File: src/rtl/stack_ram_ctrl.sv
// stack_ram_ctrl: LIFO stack controller in front of an external single-port RAM.
// Pushes complete in the accept cycle. Pops and peeks present the address in the
// accept cycle, capture the RAM read data in READ, and pulse rd_valid one cycle later.
module stack_ram_ctrl #(
    parameter int DW = 32,
    parameter int AW = 4
) (
    input  logic          Clock,
    input  logic          Reset,
    input  logic          cmd_valid,
    input  logic [2:0]    cmd,
    input  logic [DW-1:0] cmd_data,
    output logic          cmd_ready,
    output logic          rd_valid,
    output logic [DW-1:0] rd_data,
    output logic          err,
    output logic          empty,
    output logic          full,
    output logic [AW:0]   count,
    output logic [AW-1:0] ram_addr,
    output logic          ram_we,
    output logic [DW-1:0] ram_wdata,
    input  logic [DW-1:0] ram_rdata
);

    localparam logic [0:0] IDLE = 1'b0;
    localparam logic [0:0] READ = 1'b1;

    localparam logic [2:0] CMD_NONE  = 3'd0;
    localparam logic [2:0] CMD_PUSH  = 3'd1;
    localparam logic [2:0] CMD_POP   = 3'd2;
    localparam logic [2:0] CMD_TOP   = 3'd3;
    localparam logic [2:0] CMD_CLEAR = 3'd4;

    localparam logic [AW:0] DEPTH = {1'b1, {AW{1'b0}}};

    logic [0:0]  state;
    logic [AW:0] count_nxt;
    logic [AW:0] count_m1;
    logic        accept;
    logic        is_read_cmd;
    logic        do_push;
    logic        do_read;
    logic        err_nxt;

    // Occupancy flags come straight from the count register, never from cmd.
    assign empty     = (count == '0);
    assign full      = (count == DEPTH);
    assign cmd_ready = (state == IDLE);
    assign count_m1  = count - (AW+1)'(1);

    // Command decode: accepted only in IDLE; NONE is not an acceptance.
    always_comb begin
        // NOTE: every signal gets a default first so no path leaves it unassigned,
        // which would otherwise infer a latch.
        accept      = cmd_valid && cmd_ready && (cmd != CMD_NONE);
        is_read_cmd = (cmd == CMD_POP) || (cmd == CMD_TOP);
        do_push     = accept && (cmd == CMD_PUSH) && !full;
        do_read     = accept && is_read_cmd && !empty;
        err_nxt     = accept && (((cmd == CMD_PUSH) && full) ||
                                 (is_read_cmd && empty) ||
                                 (cmd > CMD_CLEAR));
        count_nxt   = count;
        if (do_push) begin
            count_nxt = count + (AW+1)'(1);
        end else if (do_read && (cmd == CMD_POP)) begin
            count_nxt = count_m1;
        end else if (accept && (cmd == CMD_CLEAR)) begin
            count_nxt = '0;
        end
    end

    // RAM port: write on push, address-only on pop/peek, all zero otherwise.
    always_comb begin
        ram_we    = do_push;
        ram_wdata = do_push ? cmd_data : '0;
        ram_addr  = '0;
        if (do_push) begin
            ram_addr = count[AW-1:0];
        end else if (do_read) begin
            ram_addr = count_m1[AW-1:0];
        end
    end

    // State, occupancy and result registers; reset aborts any read in flight.
    always_ff @(posedge Clock) begin
        // NOTE: sequential state uses non-blocking assignments so every register
        // samples the pre-edge values regardless of statement order.
        if (Reset) begin
            state    <= IDLE;
            count    <= '0;
            rd_valid <= 1'b0;
            err      <= 1'b0;
            rd_data  <= '0;
        end else begin
            state    <= do_read ? READ : IDLE;
            count    <= count_nxt;
            err      <= err_nxt;
            rd_valid <= (state == READ);
            if (state == READ) begin
                rd_data <= ram_rdata;
            end
        end
    end

endmodule
File: config.mk
export PLATFORM = sky130hd
export DESIGN_NAME = stack_ram_ctrl
export DESIGN_NICKNAME = d
export VERILOG_FILES = /design/src/rtl/stack_ram_ctrl.sv
export SDC_FILE = /design/constraint.sdc
export NUM_CORES = 1
export LEC_CHECK = 0
export CAP_MARGIN = 20
export CELL_PAD_IN_SITES_DETAIL_PLACEMENT = 2
export CELL_PAD_IN_SITES_GLOBAL_PLACEMENT = 2
export CORE_AREA = 4 4 109 111
export DETAILED_ROUTE_END_ITERATION = 12
export DIE_AREA = 0 0 113 115
export GPL_ROUTABILITY_DRIVEN = 0
export PLACE_DENSITY = 0.87
export SLEW_MARGIN = 20
export SYNTH_ARGS = -nofsm -noshare
export SYNTH_HDL_FRONTEND = slang
export SYNTH_SLANG_ARGS = --single-unit
File: constraint.sdc
create_clock -name Clock -period 2.7 [get_ports Clock]
set_clock_uncertainty 0.1 [all_clocks]
set_input_delay 0.27 -clock Clock [delete_from_list [all_inputs] [get_ports Clock]]
set_output_delay 0.27 -clock Clock [all_outputs]
set_load 0.05 [all_outputs]
Word level (Yosys, flattened, before mapping)

Cells that the tools add are included.

Muxes and demuxes: 7
Bitwise operators: 1
Magnitude comparators: 1
Equality and inequality tests: 5
$add $sub $neg: 2
Reductions and logical operators: 19

Operator list:

| cell                | count |
|---|---|
| $mux 32             | 1 |
| $mux 5              | 3 |
| $logic_and 1x1->1   | 11 |
| $mux 4              | 2 |
| $eq 3x2->1 const B  | 2 |
| $reduce_bool 3->1   | 2 |
| $add 5x1->5 const B | 1 |
| $eq 5x5->1 const B  | 1 |
| $logic_not 5->1     | 1 |
| $sub 5x1->5 const B | 1 |
| $eq 3x1->1 const B  | 1 |
| $eq 3x3->1 const B  | 1 |
| $gt 3x3->1 const B  | 1 |
| $logic_or 1x1->1    | 3 |
| $logic_not 1->1     | 2 |
| $mux 1              | 1 |
| $not 1->1           | 1 |

Input port bits: 70
Word-level logic and storage cells: 40
Bits in registers: 40
Output and inout port bits: 79

Depth between registers and ports, before layout

Depth in word-level cells: 8
Mapped depth: 9
Gate-level depth less buffers: 6

Worst setup path after synthesis

OpenSTA, ideal clock, no wires.

Kind: register to output
From: register count[0]
To: output port ram_addr[1]
Data arrival time: 2.925 ns
Buffers on the path: 1
Data required time: 2.330 ns
Setup slack: -0.595 ns
Stages on the path, launching flop included: 7
Path through: dfxtp_1 -> buf_2 -> inv_1 -> ha_1 -> nor4b_4 -> or3_4 -> o21ai_0

Longest elaborated chain between the ends: 5
Elaborated cells on any way between the ends: 9
Classes of those cells: add/sub: 1; eq/ne: 1; mux: 2; reduce/logical: 5

RTL lines:

| what                     | line | RTL |
|---|---|---|
| start: declaration       | 19   | `output logic [AW:0] count,` |
| start signal: assignment | 97   | `count <= count_nxt;` |
| $logic_not 5->1          | 47   | `assign empty = (count == '0);` |
| net empty                | 17   | `output logic empty,` |
| $logic_not 1->1          | 59   | `do_read = accept && is_read_cmd && !empty;` |
| $logic_and 1x1->1        | 59   |  |
| $mux 4                   | 80   | `end else if (do_read) begin` |
| $mux 4                   | 78   | `if (do_push) begin` |
| end: declaration         | 20   | `output logic [AW-1:0] ram_addr,` |

The timed path passes the listed nets, and every way through them passes these cells.

Worst setup path after layout

From: register count[0]
To: output port ram_wdata[0]

Longest elaborated chain between the ends: 4

RTL lines:

| what              | line | RTL |
|---|---|---|
| $eq 5x5->1        | 48   | `assign full = (count == DEPTH);` |
| $logic_not 1->1   | 58   | `do_push = accept && (cmd == CMD_PUSH) && !full;` |
| $logic_and 1x1->1 | 58   |  |
| $mux 32           | 76   | `ram_wdata = do_push ? cmd_data : '0;` |
| end: declaration  | 22   | `output logic [DW-1:0] ram_wdata,` |

Every way passes these cells.

==> results.md <==
* N_diodes at 0
* Fin crit period at 2.50 ns
* Avg WL per Cell at 17.4 µm
* Initial Util at 18.9%
* Starting DRC count in detailed routing at 68
* Vias per inst at 4.22
* R2r worst-path depth at 8
* Max-cap violations at 0
* Post-Syn Area at 0.00204 mm²
* # H-tree levels at 2
* DP HPWL at 7370 µm
* Vias at 2161
* Critical Path RT at 2.33 ns
* CP startpoint kind: register
* Post-route clock period utilization at 92.6%
* ANT nets after route at 0
* Worst R2R End: count[2]
* Mapped Nets at 293
* Clk sinks at 40
* GRT Total Usage at 13.6%
* GRT met1 Usage at 14.7%
* Hold buffers post-CTS at 0
* Met3 Usage GRT at 5.37%
* Pwr/cell area at 336 mW/mm²
* Worst Path Arrival at 2.13 ns
* Slew Limit Fails at 0
* GRT overflow at 0
* CTS buffer count at 5
* CP Launch Point: count[0]
* Initial antenna violation count at 0
* Port Buffers at 148
* Status: completed
* Critical path type: register to primary output
* Fin Hold WS at 0.398 ns
* Reg-to-reg slack, setup at 0.53 ns
* Leakage at 0.00155 µW
* Die footprint at 0.0130 mm²
* Syn-to-layout area delta at 106%
* Final setup TNS at 0 ns
* VDD IR-drop max at 0.000185 V
* Core Area at 0.0108 mm²
* Layout net count at 443
* Yosys warnings at 0
* Global route hottest layer: met2
* Die W at 113 µm
* Final setup vio count at 0
* Max Fclk at 400 MHz
* Layout cells sized above 1 at 22.6%
* Avg Cell Area, Syn at 9.25 µm²
* Worst-Margin Slew at 0.715 ns
* Post-synth EDFFs at 0
* Clk buf depth at 2
* CTS Root Buffer Type: clkbuf_8
* Final Hold Fails at 0
* TritonCTS clock tree: built
* Worst Path Max Fanout at 17
* Worst flop-to-flop path startpoint: count[0]
* Initial DRT Pass Iterations at 4
* DRC viols at 0
* Post-synth ARST share at 0%
* First-pass GRT wire length at 14000 µm
* Rel. slew slack at 52.2%
* Most common cell after layout, fill and taps aside: clkdlybuf4s50_1
* Fin util at 39.0%
* Final WL at 8910 µm
* I/O Pins at 149
* HP Start: rd_data[4]
* Hold Crit Class: register to register
* Met2 Usage GRT at 25.4%
* CP endpoint kind: primary output
* Synth Flop Type: dfxtp_1
* Clock Latency Late Sink at 0.29 ns
* Mapped Cells at 221
* Netlist cell types at 47
* RSZ-0062 raised after global routing: false
* FP Rows at 38
* Most frequent cells in the layout: clkdlybuf4s50_1, nor2_1, dfxtp_1, buf_12, mux2i_1
* CP endpoint: ram_wdata[0]
* Reg clk slew, reported paths at 0.09 ns
* Die extent in y at 115 µm
* Register area share after synthesis at 39.2%
* Vias in the first global route at 2519
* Synth Register Bits at 40
* Largest net degree at the start of global routing at 27
logic make-up (layout without fill, tap and decap cells):
| kind of cell | after synthesis | count (layout) | share of synthesized area (%) |
|---|---|---|---|
| simple gates | 100 | 100 | 28.3 |
| mux | 32 | 32 | 15.7 |
| fa+ha+maj | 2 | 2 | 1.22 |
| flops | 40 | 40 | 39.2 |
| compound gates | 25 | 25 | 9.12 |
| buf+inv | 22 | 173 | 6.49 |
per-layer routing:
| layer | vias up | share of wire (%) |
|---|---|---|
| li1 | 1047 | - |
| met2 | 97 | 52 |
| met5 | - | 0 |
| met1 | 1011 | 38 |
| met4 | 0 | 0.51 |
| met3 | 6 | 9.0 |
sequential cells by signal, indices dropped and copies added (netlist names):
| name | cells |
|---|---|
| rd_valid | 1 |
| err | 1 |
| rd_data | 32 |
| state | 1 |
| count | 5 |
critical path, stage by stage, from the launching register on:
cell      delay, ns
dfxtp_4        0.42
inv_1          0.07
ha_1           0.27
and4bb_2       0.30
nor3_4         0.21
buf_6          0.19
and2_1         0.21
buf_12         0.16
repair_timing:
action,4_1_cts,5_1_grt
buffers inserted,0,3
resized for setup,1,2
setup endpoints to repair,3,36
pin swaps,0,1
power by group:
part / total [µW] / leakage [µW] / internal [µW] / switching (µW)
combinational: 288 / 0.00117 / 161 / 127
clock: 528 / 0.0000614 / 303 / 225
sequential: 597 / 0.000324 / 593 / 3.91
total: 1410 / 0.00155 / 1060 / 356
layout make-up:
cell class | count | area (µm²)
clock inverters | 2 | 38.8
repair buffers | 160 | 1950
clock buffers | 6 | 82.6
multi-input cells | 159 | 1140
fillers | 1150 | 6590
inverters | 5 | 18.8
flip-flops and latches | 40 | 807
well taps | 140 | 175
cell usage after synthesis (3+ instances only):
cell	instances	area, µm²
mux2i_1	32	320
clkbuf_1	3	11.3
nor2b_1	3	18.8
nor3_1	6	30.0
inv_1	5	18.8
dfxtp_1	40	801
nor2_1	37	139
buf_6	5	56.3
a21oi_1	3	15.0
buf_2	5	25.0
and2_1	33	206
o21ai_0	5	25.0
through the flow:
| step | power (µW) | cell area (µm²) | cells | worst slack, ns |
|---|---|---|---|---|
| final | 1410 | 4210 | 512 | 0.201 |
| after global routing | 1490 | 4210 | 512 | 0.0550 |
| after CTS | 1440 | 4180 | 509 | 0.0114 |
| after detailed placement | 901 | 4060 | 501 | 0.206 |
| after global placement | 891 | 4060 | 501 | 0.301 |
| after floorplan | 725 | 2080 | 221 | 0.0116 |
worst min path at each step:
stage,endpoint,slack (ns),cells past startpoint
after floorplan,rd_data[10],0.32,2
after global placement,rd_data[30],0.37,2
after detailed placement,rd_data[4],0.38,2
after CTS,rd_data[4],0.41,2
after global routing,rd_data[18],0.44,2
final,rd_data[4],0.40,2
Note: power is estimated with default switching activity, not from simulation.
